**src/rtl/attn_out_pkg.sv**
```systemverilog
`default_nettype none
// ============================================================================
// Package  : attn_out_pkg
// Brief    : Shared types and constants for the attention-output collector:
//            result geometry, FSM state encoding and the buffered beat record.
// Revision : 1.0 - initial release
// ============================================================================
package attn_out_pkg;

    // Result geometry: 4 rows x 32 groups of 128-bit beats
    localparam int ROWS          = 4;
    localparam int GROUPS        = 32;
    localparam int EXP_BEATS_DEF = ROWS * GROUPS;

    // Field widths
    localparam int ROW_W   = 2;
    localparam int GROUP_W = 5;
    localparam int ADDR_W  = 7;
    localparam int DATA_W  = 128;
    localparam int CNT_W   = 8;

    // Collector control states
    typedef enum logic [1:0] {
        S_IDLE    = 2'd0,
        S_COLLECT = 2'd1,
        S_DRAIN   = 2'd2,
        S_DONE    = 2'd3
    } state_t;

    // One buffered beat: destination coordinates plus payload
    typedef struct packed {
        logic [ROW_W-1:0]   row;
        logic [GROUP_W-1:0] group;
        logic [DATA_W-1:0]  data;
    } beat_t;

    // Result SRAM address of a beat is simply {row, group}
    function automatic logic [ADDR_W-1:0] beat_addr(input beat_t b);
        return {b.row, b.group};
    endfunction

endpackage
`default_nettype wire

```
**src/rtl/attn_out_collector_if.sv**
```systemverilog
`default_nettype none
// ============================================================================
// Interface : attn_out_collector_if
// Brief     : Incoming beat stream plus result-SRAM write port of the
//             collector. slave = collector side, master = environment side.
// Revision  : 1.0 - initial release
// ============================================================================
interface attn_out_collector_if;
    import attn_out_pkg::*;

    // Beat stream (no backpressure)
    logic                in_valid;
    logic [ROW_W-1:0]    in_row;
    logic [GROUP_W-1:0]  in_group;
    logic [DATA_W-1:0]   in_data;

    // Result SRAM write port
    logic                mem_wr_en;
    logic [ADDR_W-1:0]   mem_wr_addr;
    logic [DATA_W-1:0]   mem_wr_data;
    logic                mem_wr_ready;

    modport slave (
        input  in_valid, in_row, in_group, in_data, mem_wr_ready,
        output mem_wr_en, mem_wr_addr, mem_wr_data
    );

    modport master (
        output in_valid, in_row, in_group, in_data, mem_wr_ready,
        input  mem_wr_en, mem_wr_addr, mem_wr_data
    );

endinterface
`default_nettype wire

```
**src/rtl/attn_out_collector_fifo.sv**
```systemverilog
`default_nettype none
// ============================================================================
// Module   : collector_fifo
// Brief    : Synchronous beat FIFO with registered storage, full/empty flags
//            and occupancy count. A push while full is accepted only when a
//            pop happens in the same cycle; pops while empty are ignored.
// Revision : 1.0 - initial release
// ============================================================================
module collector_fifo
    import attn_out_pkg::*;
#(
    parameter int DEPTH = 4
) (
    input  wire logic                     clk,
    input  wire logic                     rst,
    input  wire logic                     i_push,
    input  wire beat_t                    i_push_beat,
    input  wire logic                     i_pop,
    output beat_t                         o_head,
    output logic                          o_full,
    output logic                          o_empty,
    output logic [$clog2(DEPTH):0]        o_count
);

    localparam int c_PTR_W = $clog2(DEPTH);
    localparam int c_CNT_W = c_PTR_W + 1;

    beat_t               r_mem [DEPTH];
    logic [c_PTR_W-1:0]  r_wr_ptr;
    logic [c_PTR_W-1:0]  r_rd_ptr;
    logic [c_CNT_W-1:0]  r_count;

    logic                w_full;
    logic                w_empty;
    logic                w_pop;
    logic                w_push;

    assign w_full  = (r_count == c_CNT_W'(DEPTH));
    assign w_empty = (r_count == '0);
    assign w_pop   = i_pop & ~w_empty;
    // Full FIFO still takes a beat when the head leaves in the same cycle
    assign w_push  = i_push & (~w_full | w_pop);

    // Storage write; contents need no reset since head is qualified by empty
    always_ff @(posedge clk) begin
        if (w_push) begin
            r_mem[r_wr_ptr] <= i_push_beat;
        end
    end

    // Pointer and occupancy bookkeeping (pointers wrap naturally, DEPTH is 2^n)
    always_ff @(posedge clk) begin
        if (rst) begin
            r_wr_ptr <= '0;
            r_rd_ptr <= '0;
            r_count  <= '0;
        end else begin
            if (w_push) begin
                r_wr_ptr <= r_wr_ptr + c_PTR_W'(1);
            end
            if (w_pop) begin
                r_rd_ptr <= r_rd_ptr + c_PTR_W'(1);
            end
            case ({w_push, w_pop})
                2'b10:   r_count <= r_count + c_CNT_W'(1);
                2'b01:   r_count <= r_count - c_CNT_W'(1);
                default: r_count <= r_count;
            endcase
        end
    end

    assign o_head  = r_mem[r_rd_ptr];
    assign o_full  = w_full;
    assign o_empty = w_empty;
    assign o_count = r_count;

endmodule
`default_nettype wire

```
**src/rtl/attn_out_collector.sv**
```systemverilog
`default_nettype none
// ============================================================================
// Module   : attn_out_collector
// Brief    : Collects one 4x32 result of 128-bit beats from an unthrottled
//            stream, buffers them, and writes each to result SRAM at
//            {row, group}. Flags out-of-order/idle beats and FIFO overflow.
// Revision : 1.0 - initial release
// ============================================================================
module attn_out_collector
    import attn_out_pkg::*;
#(
    parameter int FIFO_DEPTH = 4,
    parameter int EXP_BEATS  = EXP_BEATS_DEF
) (
    input  wire logic               clk,
    input  wire logic               rst,
    input  wire logic               start,
    attn_out_collector_if.slave     bus,
    output logic                    busy,
    output logic                    done,
    output logic                    err_order,
    output logic                    err_overflow,
    output logic [CNT_W-1:0]        beat_cnt
);

    localparam int               c_FCNT_W   = $clog2(FIFO_DEPTH) + 1;
    localparam logic [CNT_W-1:0] c_LAST_IDX = CNT_W'(EXP_BEATS - 1);

    state_t                 r_state;
    state_t                 w_state_nxt;
    logic [CNT_W-1:0]       r_beat_cnt;
    logic                   r_err_order;
    logic                   r_err_overflow;

    beat_t                  w_push_beat;
    beat_t                  w_head;
    logic                   w_fifo_full;
    logic                   w_fifo_empty;
    logic [c_FCNT_W-1:0]    w_fifo_count;
    logic                   w_pop;
    logic                   w_start_acc;
    logic                   w_collect_beat;
    logic                   w_last_beat;
    logic                   w_stray_beat;
    logic                   w_out_of_order;
    logic                   w_drop;
    logic                   w_drain_fin;
    logic [ADDR_W-1:0]      w_beat_idx;

    assign w_beat_idx     = {bus.in_row, bus.in_group};
    assign w_push_beat    = {bus.in_row, bus.in_group, bus.in_data};
    assign w_pop          = ~w_fifo_empty & bus.mem_wr_ready;
    assign w_start_acc    = (r_state == S_IDLE) & start;
    assign w_collect_beat = (r_state == S_COLLECT) & bus.in_valid;
    assign w_last_beat    = w_collect_beat & (r_beat_cnt == c_LAST_IDX);
    assign w_stray_beat   = (r_state != S_COLLECT) & bus.in_valid;
    assign w_out_of_order = w_collect_beat & (w_beat_idx != r_beat_cnt[ADDR_W-1:0]);
    assign w_drop         = w_collect_beat & w_fifo_full & ~w_pop;
    // Drain finishes on the cycle the last buffered write is accepted, so
    // done follows the final SRAM write by exactly one cycle
    assign w_drain_fin    = w_fifo_empty |
                            ((w_fifo_count == c_FCNT_W'(1)) & w_pop);

    collector_fifo #(
        .DEPTH       (FIFO_DEPTH)
    ) u_fifo (
        .clk         (clk),
        .rst         (rst),
        .i_push      (w_collect_beat),
        .i_push_beat (w_push_beat),
        .i_pop       (w_pop),
        .o_head      (w_head),
        .o_full      (w_fifo_full),
        .o_empty     (w_fifo_empty),
        .o_count     (w_fifo_count)
    );

    // State register
    always_ff @(posedge clk) begin
        if (rst) begin
            r_state <= S_IDLE;
        end else begin
            r_state <= w_state_nxt;
        end
    end

    // Next-state decode and state-derived status outputs
    always_comb begin
        w_state_nxt = r_state;
        busy        = 1'b0;
        done        = 1'b0;
        case (r_state)
            S_IDLE: begin
                if (start) begin
                    w_state_nxt = S_COLLECT;
                end
            end
            S_COLLECT: begin
                busy = 1'b1;
                if (w_last_beat) begin
                    w_state_nxt = S_DRAIN;
                end
            end
            S_DRAIN: begin
                busy = 1'b1;
                if (w_drain_fin) begin
                    w_state_nxt = S_DONE;
                end
            end
            S_DONE: begin
                done        = 1'b1;
                w_state_nxt = S_IDLE;
            end
            default: begin
                w_state_nxt = S_IDLE;
            end
        endcase
    end

    // Beat counter and sticky error flags; an accepted start clears them
    always_ff @(posedge clk) begin
        if (rst) begin
            r_beat_cnt     <= '0;
            r_err_order    <= 1'b0;
            r_err_overflow <= 1'b0;
        end else if (w_start_acc) begin
            r_beat_cnt     <= '0;
            r_err_order    <= 1'b0;
            r_err_overflow <= 1'b0;
        end else begin
            if (w_collect_beat) begin
                r_beat_cnt <= r_beat_cnt + CNT_W'(1);
            end
            if (w_out_of_order | w_stray_beat) begin
                r_err_order <= 1'b1;
            end
            if (w_drop) begin
                r_err_overflow <= 1'b1;
            end
        end
    end

    assign beat_cnt         = r_beat_cnt;
    assign err_order        = r_err_order;
    assign err_overflow     = r_err_overflow;

    // SRAM port presents the FIFO head; address/data read as zero when idle
    assign bus.mem_wr_en    = ~w_fifo_empty;
    assign bus.mem_wr_addr  = w_fifo_empty ? '0 : beat_addr(w_head);
    assign bus.mem_wr_data  = w_fifo_empty ? '0 : w_head.data;

endmodule
`default_nettype wire

```
**src/flat_wrapper.sv**
```systemverilog
// flat-port wrapper written by rule: the top's interface ports become plain ports
module attn_out_collector_flat import attn_out_pkg::*;
#(
    parameter int FIFO_DEPTH = 4,
    parameter int EXP_BEATS  = EXP_BEATS_DEF
)
  (clk, rst, start, busy, done, err_order, err_overflow, beat_cnt, bus_in_valid, bus_in_row, bus_in_group, bus_in_data, bus_mem_wr_ready, bus_mem_wr_en, bus_mem_wr_addr, bus_mem_wr_data);
  attn_out_collector_if bus_i ();
  input  wire logic clk;
  input  wire logic rst;
  input  wire logic start;
  output logic busy;
  output logic done;
  output logic err_order;
  output logic err_overflow;
  output logic [CNT_W-1:0] beat_cnt;
  input wire logic [$bits(bus_i.in_valid)-1:0] bus_in_valid;
  input wire logic [$bits(bus_i.in_row)-1:0] bus_in_row;
  input wire logic [$bits(bus_i.in_group)-1:0] bus_in_group;
  input wire logic [$bits(bus_i.in_data)-1:0] bus_in_data;
  input wire logic [$bits(bus_i.mem_wr_ready)-1:0] bus_mem_wr_ready;
  output wire logic [$bits(bus_i.mem_wr_en)-1:0] bus_mem_wr_en;
  output wire logic [$bits(bus_i.mem_wr_addr)-1:0] bus_mem_wr_addr;
  output wire logic [$bits(bus_i.mem_wr_data)-1:0] bus_mem_wr_data;
  assign bus_i.in_valid = bus_in_valid;
  assign bus_i.in_row = bus_in_row;
  assign bus_i.in_group = bus_in_group;
  assign bus_i.in_data = bus_in_data;
  assign bus_i.mem_wr_ready = bus_mem_wr_ready;
  assign bus_mem_wr_en = bus_i.mem_wr_en;
  assign bus_mem_wr_addr = bus_i.mem_wr_addr;
  assign bus_mem_wr_data = bus_i.mem_wr_data;
  attn_out_collector #(.FIFO_DEPTH(FIFO_DEPTH), .EXP_BEATS(EXP_BEATS)) u_core (.clk(clk), .rst(rst), .start(start), .bus(bus_i), .busy(busy), .done(done), .err_order(err_order), .err_overflow(err_overflow), .beat_cnt(beat_cnt));
endmodule
```
**config.mk**
```make
export PLATFORM = sky130hd
export DESIGN_NAME = attn_out_collector_flat
export DESIGN_NICKNAME = d
export VERILOG_FILES = /design/src/rtl/attn_out_pkg.sv /design/src/rtl/attn_out_collector_if.sv /design/src/rtl/attn_out_collector_fifo.sv /design/src/rtl/attn_out_collector.sv /design/src/flat_wrapper.sv
export SDC_FILE = /design/constraint.sdc
export NUM_CORES = 1
export LEC_CHECK = 0
export ABC_AREA = 0
export CAP_MARGIN = 25
export CORE_MARGIN = 3
export CORE_UTILIZATION = 59
export CTS_BUF_LIST = sky130_fd_sc_hd__clkbuf_16
export CTS_CLUSTER_DIAMETER = 150
export DETAILED_ROUTE_END_ITERATION = 12
export PLACE_DENSITY = 0.95
export SLEW_MARGIN = 20
export SYNTH_ARGS = -nofsm -noshare
export SYNTH_HDL_FRONTEND = slang
export SYNTH_HIERARCHICAL = 1
export SYNTH_SLANG_ARGS = --single-unit
export TNS_END_PERCENT = 5
```
**constraint.sdc**
```tcl
create_clock -name clk -period 9 [get_ports clk]
set_input_delay 1.8 -clock clk [delete_from_list [all_inputs] [get_ports clk]]
set_output_delay 1.8 -clock clk [all_outputs]
set_load 0.02 [all_outputs]
```
==> impl_metrics.json, run 1 <==
{
  "outcome": "finished clean",
  "area_growth_syn_to_layout_pct": 23.23,
  "placedInstanceArea_um2": 24900,
  "grt_start_max_net_pins": 72,
  "setup.worst_path.class": "flip-flop to primary output",
  "vias": 10783,
  "number_of_drc_violations_after_detailed_routing_iteration_0": 838,
  "fmax_mhz": 177.9,
  "max-slew-margin-rel_pct": 29.81,
  "ctsHoldBuffers": 0,
  "synth_seq_area_share_pct": 77.09,
  "routed_via_density": 6.004,
  "p_switching_mw": 1.207,
  "finalHoldViolCount": 0,
  "dieHeight_um": 197.2,
  "floorplan.die_area_um2": 38910,
  "grt_pass1_wl_um": 70640,
  "clock-root-buffer": "sky130_fd_sc_hd__clkbuf_16",
  "seq_power_share_pct": 53.7,
  "synth_fp_nets": 1141,
  "max_capacitance_violation_total": 0,
  "critical_path_s_largest_stage_delay_ns": 0.99,
  "area_of_the_core_um2": 35830,
  "proportion_of_register_bits_with_asynchronous_set_or_reset_after_synthesis_pct": 0,
  "place_congestion": 0.7740,
  "ffs_latches_synth": 561,
  "p_int_mw": 4.461,
  "crit_buf_inv": 2,
  "timing.final.crit_share_pct": 62.47,
  "critical_path.top_delay_family": "buffers and inverters",
  "grt.total_usage_pct": 24.51,
  "post_synth_inst_count": 991,
  "mean_post_synth_cell_area_um2": 21.78,
  "number_of_buffers_added_for_setup_after_cts": 0,
  "grt_antenna_before_repair": 9,
  "worst_ep_arrival_time_ns": 3.82,
  "worst_pin_slew_ns": 1.053,
  "route.detailed.drc": 0,
  "min_path_type": "flip-flop to flip-flop",
  "i_o_buffers": 287,
  "synth_ff_type": "sky130_fd_sc_hd__edfxtp_1",
  "grt_overflow": 0,
  "initial_core_utilization_pct": 60.23,
  "critical_path.max_fanout": 71,
  "post-synth-top-area-fraction_pct": 75.14,
  "ctsLongestPathBuffers": 3,
  "clkLatencyLatePin_ns": 0.60,
  "crit_path_end_kind": "primary output",
  "ctsHtreeMaxLevel": 2,
  "synth_enable_flop_cells": 540,
  "critPathRequiredTime_ns": 7.20,
  "cp_slowest_cell": "sky130_fd_sc_hd__dfxtp_4",
  "ioPinCount": 288,
  "mostFrequentLayoutCell": "sky130_fd_sc_hd__edfxtp_1",
  "share_comb_of_total_power_pct": 8.2,
  "hpwl_um": 27990,
  "synth.largest_area_cell": "sky130_fd_sc_hd__edfxtp_1",
  "cell_breakdown_of_the_critical_path": "buf_4 > mux4_2 > nor2b_1 > clkdlybuf4s50_1",
  "worst_ir_drop_vdd_mv": 0.1939,
  "ant_nets": 0,
  "tritoncts_buffers": 53,
  "pwr-share-clk_pct": 38.1,
  "final.setup.tns_ns": 0,
  "finish.instance_area_um2": 26590,
  "finalNetCount": 1445,
  "finClkSkew_ns": 0.02893,
  "synth_top_cells_by_area": "sky130_fd_sc_hd__edfxtp_1 75%, sky130_fd_sc_hd__mux4_2 14%, sky130_fd_sc_hd__nor2b_1 4.0%",
  "route.final.wire_length_um": 47420,
  "static_leakage_nw": 8.225,
  "layout_common_cells": "540 x sky130_fd_sc_hd__edfxtp_1, 287 x sky130_fd_sc_hd__clkdlybuf4s50_1, 139 x sky130_fd_sc_hd__nor2b_1",
  "number_of_failing_setup_endpoints_in_the_final_timing_report": 0,
  "number_of_global_route_vias_before_repair": 11360,
  "post-layout-total-power_mw": 5.669,
  "layout-drive-gt1-share_pct": 17.78,
  "setup.worst_path.start_class": "flip-flop",
  "setup_repair_after_global_routing_missed_its_margin": "no",
  "tritoncts_num_sinks": 561,
  "final_critical_path_required_period_ns": 5.622,
  "std_cell_rows": 69,
  "mappedNetlistArea_um2": 21580,
  "die_x_um": 197.2,
  "clock_pin_slew_reported_for_the_worst_setup_and_hold_paths_after_clock_tree_synthesis_ns": 0.06,
  "net_switching_share_of_the_total_power_pct": 21.30,
  "ys_types": 44,
  "synthesis.yosys.warnings": 6,
  "drt-wirelength-per-cell_um": 26.40,
  "cts-resized-gates": 0,
  "tritoncts_clock_tree": "built",
  "detailedRoute.firstPassIterationCount": 5,
  "power-per-cell-area_nw_per_um2": 213.2,
  "max_slew_vio_count": 0
}
==> registers in the layout (all words and copies together), names as in the netlist, named ones only <==
| name | cells |
|---|---|
| u_core/u_fifo/r_mem | 540 |
| u_core/beat_cnt | 8 |
| u_core/u_fifo/o_count | 3 |
| u_core/r_state | 2 |
| u_core/u_fifo/r_rd_ptr | 2 |
| u_core/u_fifo/r_wr_ptr | 2 |
| u_core/err_order | 1 |
| u_core/err_overflow | 1 |
==> tightest hold or removal path, delay by kind of cell, from the launching register on <==
kind / cells / cell delay (ns)
flip-flops: 1 / 0.31
AO/OA/AOI/OAI: 1 / 0.05
buffers and inverters: 1 / 0.05
==> power groups by stage <==
| stage | clock [mW] | combinational, mW | sequential, mW |
|---|---|---|---|
| global route | 2.28 | 0.496 | 3.05 |
| CTS | 2.20 | 0.471 | 3.05 |
| detailed placement | 0 | 0.465 | 3.10 |
| global placement | 0 | 0.448 | 3.08 |
| finish | 2.16 | 0.466 | 3.05 |
| floorplan | 0 | 0.251 | 3.10 |
==> final timing paths <==
path,start,end,slack [ns],depth (start not counted)
setup / recovery,flip-flop,bus_mem_wr_data[122],3.38,4
hold / removal,u_core/err_order,u_core/err_order,0.46,2
setup reg to reg,u_core/u_fifo/o_count[0],u_core/u_fifo/r_mem[1][64],5.43,6
hold reg to reg,u_core/err_order,u_core/err_order,0.46,2
==> layer usage <==
metal	part of all wire, %	GRT usage (%)	vias up
li1	-	-	4605
met1	36	31.38	5564
met2	52	40.86	521
met3	10	8.460	79
met5	0.17	0	-
met4	1.7	6.547	14
==> area by class of cell <==
cell class                      count  area [um^2]
Sequential cell                   561        16640
Fill cell                        1870         9235
Multi-Input combinational cell    368         4657
Timing Repair Buffer              300         2983
Clock buffer                       54         1351
Tap cell                          461        576.8
Clock inverter                     39        335.3
Inverter                           11        41.29
Antenna cell                        2        5.005
==> kinds of logic after synthesis <==
group | synth area share [%]
DFF | 77.09
adders and majority gates | 0.6146
AOI/OAI and AO/OA | 0.5972
xor gates and xnor gates | 0.6900
buffers and inverters | 1.426
and+or+nand+nor | 5.253
muxes | 14.33
==> Yosys cell counts, types with 2 or more instances <==
cell type	n
sky130_fd_sc_hd__xnor2_1	11
sky130_fd_sc_hd__nor2b_1	139
sky130_fd_sc_hd__nand4_1	3
sky130_fd_sc_hd__xor2_1	6
sky130_fd_sc_hd__o21ai_0	3
sky130_fd_sc_hd__nand2b_1	6
sky130_fd_sc_hd__ha_1	9
sky130_fd_sc_hd__edfxtp_1	540
sky130_fd_sc_hd__buf_2	18
sky130_fd_sc_hd__nor3_1	2
sky130_fd_sc_hd__nor2_1	14
sky130_fd_sc_hd__mux2i_1	4
sky130_fd_sc_hd__nand3_1	2
sky130_fd_sc_hd__inv_1	11
sky130_fd_sc_hd__a21oi_1	4
sky130_fd_sc_hd__mux4_2	135
sky130_fd_sc_hd__and2_1	5
sky130_fd_sc_hd__clkbuf_1	25
sky130_fd_sc_hd__buf_6	7
sky130_fd_sc_hd__nand2_1	3
sky130_fd_sc_hd__dfxtp_1	21
==> metrics by stage <==
step / utilization (%) / hold slack, ns / worst slack [ns] / instances
floorplan: - / 0.4807 / 2.744 / 991
global placement: 69.48 / 0.4379 / 3.984 / 1701
detailed placement: 69.50 / 0.4470 / 3.903 / 1701
CTS: 74.21 / 0.4545 / 3.361 / 1794
global route: 74.22 / 0.4757 / 3.197 / 1796
finish: 74.22 / 0.4568 / 3.378 / 1796
(Power assumes the default switching activity.)
==> run 2: changes to the inputs <==
Settings changed: CORE_UTILIZATION 59 to 55, PLACE_DENSITY 0.95 to 0.91.
Clock period 9 ns to 5.6 ns, I/O delays scaled along.
==> run 2 against run 1 <==
Flip-flop and latch count is the same. Total power up 59%. Cell area up 0.48%. First-iteration DRC count up 10%. Core utilization shrank 4.3 points. Sequential share of layout area shrank 0.30 points. Via count up 0.15%. Non-clock buffer count is 5 higher. Clock skew increased by 0.0016 ns. Combinational power rose by 65%. Global-route usage decreased by 0.87 points. Routed wire length grew 2.2%. Largest power group unchanged.
==> impl_metrics.json, run 2 (synthesis results as in run 1) <==
{
  "outcome": "finished clean",
  "finalHoldViolCount": 0,
  "hpwl_um": 28170,
  "static_leakage_nw": 8.246,
  "worst_pin_slew_ns": 0.8849,
  "ioPinCount": 288,
  "finalNetCount": 1451,
  "clock-root-buffer": "sky130_fd_sc_hd__clkbuf_16",
  "cp_slowest_cell": "sky130_fd_sc_hd__dfxtp_4",
  "ctsLongestPathBuffers": 3,
  "area_of_the_core_um2": 38200,
  "timing.final.crit_share_pct": 73.24,
  "clkLatencyLatePin_ns": 0.62,
  "critPathRequiredTime_ns": 4.48,
  "min_path_type": "flip-flop to flip-flop",
  "final_critical_path_setup_slack_ns": 1.499,
  "initial_core_utilization_pct": 56.49,
  "ant_nets": 0,
  "mostFrequentLayoutCell": "sky130_fd_sc_hd__edfxtp_1",
  "critical_path_s_largest_stage_delay_ns": 0.67,
  "hold_path_startpoint": "u_core/err_order",
  "tritoncts_buffers": 54,
  "tritoncts_num_sinks": 561,
  "top_register": "u_core/u_fifo/r_mem",
  "layout_common_cells": "540 x sky130_fd_sc_hd__edfxtp_1, 287 x sky130_fd_sc_hd__clkdlybuf4s50_1, 139 x sky130_fd_sc_hd__nor2b_1",
  "die_x_um": 204.1,
  "floorplan.die_area_um2": 41650,
  "max-slew-margin-rel_pct": 41.01,
  "vias": 10799,
  "grt_overflow": 0,
  "grt_antenna_before_repair": 9,
  "route.detailed.drc": 0,
  "ctsHtreeMaxLevel": 2,
  "dieHeight_um": 204.1,
  "cell_breakdown_of_the_critical_path": "buf_4 > mux4_2 > nor2b_1 > clkdlybuf4s50_1",
  "clock_pin_slew_reported_for_the_worst_setup_and_hold_paths_after_clock_tree_synthesis_ns": 0.07,
  "pre_cts_ws_ns": 1.463,
  "final.setup.tns_ns": 0,
  "number_of_drc_violations_after_detailed_routing_iteration_0": 922,
  "ctsHoldBuffers": 0,
  "ff2ff_setup_slack_ns": 2.42,
  "number_of_buffers_added_for_setup_after_cts": 0,
  "setup.worst_path.class": "flip-flop to primary output",
  "number_of_flip_flops_in_the_largest_register": 540,
  "worst_ir_drop_vdd_mv": 0.3026,
  "critical_path.top_delay_family": "buffers and inverters",
  "layout-drive-gt1-share_pct": 17.79,
  "number_of_failing_setup_endpoints_in_the_final_timing_report": 0,
  "r2r_start": "u_core/u_fifo/o_count[0]",
  "filler_cell_count": 2210,
  "crit_path_end_kind": "primary output",
  "std_cell_rows": 71,
  "setup_repair_after_global_routing_missed_its_margin": "no",
  "max_capacitance_violation_total": 0,
  "fmax_mhz": 243.8,
  "area_growth_syn_to_layout_pct": 23.82,
  "route.final.wire_length_um": 48450,
  "number_of_global_route_vias_before_repair": 11563,
  "grt_start_max_net_pins": 137,
  "finClkSkew_ns": 0.03055,
  "routed_via_density": 5.825,
  "cts-resized-gates": 0,
  "setup.worst_path.start_class": "flip-flop",
  "worst_ep_arrival_time_ns": 2.98,
  "max_slew_vio_count": 0,
  "grt.total_usage_pct": 23.64,
  "post-route-util_pct": 69.95,
  "power-per-cell-area_nw_per_um2": 337.1,
  "crit_buf_inv": 2,
  "i_o_buffers": 287,
  "critical_path.max_fanout": 33,
  "place_congestion": 0.8059,
  "tritoncts_clock_tree": "built",
  "detailedRoute.firstPassIterationCount": 5,
  "grt_pass1_wl_um": 73060,
  "final_critical_path_required_period_ns": 4.101,
  "drt-wirelength-per-cell_um": 26.13
}
run 2: cell count changes in the layout (fill, tap and decap cells not counted), sizes merged:
| cell | before | now |
|---|---|---|
| clkinvlp | 1 | 2 |
| diode | 2 | 5 |
| inv | 22 | 27 |
| buf | 13 | 18 |
| clkinv | 22 | 19 |
| bufinv | 5 | 2 |
run 2: worst paths after layout:
| kind | endpoint | cells past startpoint |
|---|---|---|
| max | bus_mem_wr_data[27] | 4 |
| min | u_core/err_order | 2 |
| max reg2reg | u_core/u_fifo/r_mem[2][5] | 6 |
| min reg2reg | u_core/err_order | 2 |
run 2: tightest hold or removal path, delay by kind of cell (launching register included):
| family | cells | cell delay, ns |
|---|---|---|
| buf+inv | 1 | 0.05 |
| flops | 1 | 0.32 |
| compound gates | 1 | 0.05 |
run 2: per-layer routing:
metal	share of wire [%]	global-route usage [%]
met3	9.7	8.075
met5	0.17	0.8333
met2	51	39.25
met1	37	30.39
met4	2.0	5.972
run 2: area by class of cell:
class,instances,area (um^2),area share [%]
Sequential cell,561,16640,62.29
Multi-Input combinational cell,368,4651,17.41
Timing Repair Buffer,305,3108,11.63
Clock buffer,54,1351,5.057
Tap cell,511,639.4,2.393
Clock inverter,39,272.8,1.021
Inverter,11,41.29,0.1545
Antenna cell,5,12.51,0.04683
run 2: power by group:
group	total (mW)	internal (mW)	leakage [nW]	switching, mW
clock network	3.35	1.85	0.842	1.50
registers	4.89	4.83	5.05	0.0637
logic	0.769	0.372	2.36	0.397
total	9.01	7.05	8.25	1.96
run 2: per-stage QoR:
step	total power, mW	hold slack [ns]	instances	cell area [um^2]
final	9.008	0.4582	1854	26720
after global routing	9.288	0.5008	1851	26710
after CTS	9.083	0.4582	1849	26710
after detailed placement	5.736	0.4488	1756	25080
after global placement	5.687	0.4385	1756	25080
after floorplan	5.387	0.4807	991	21580
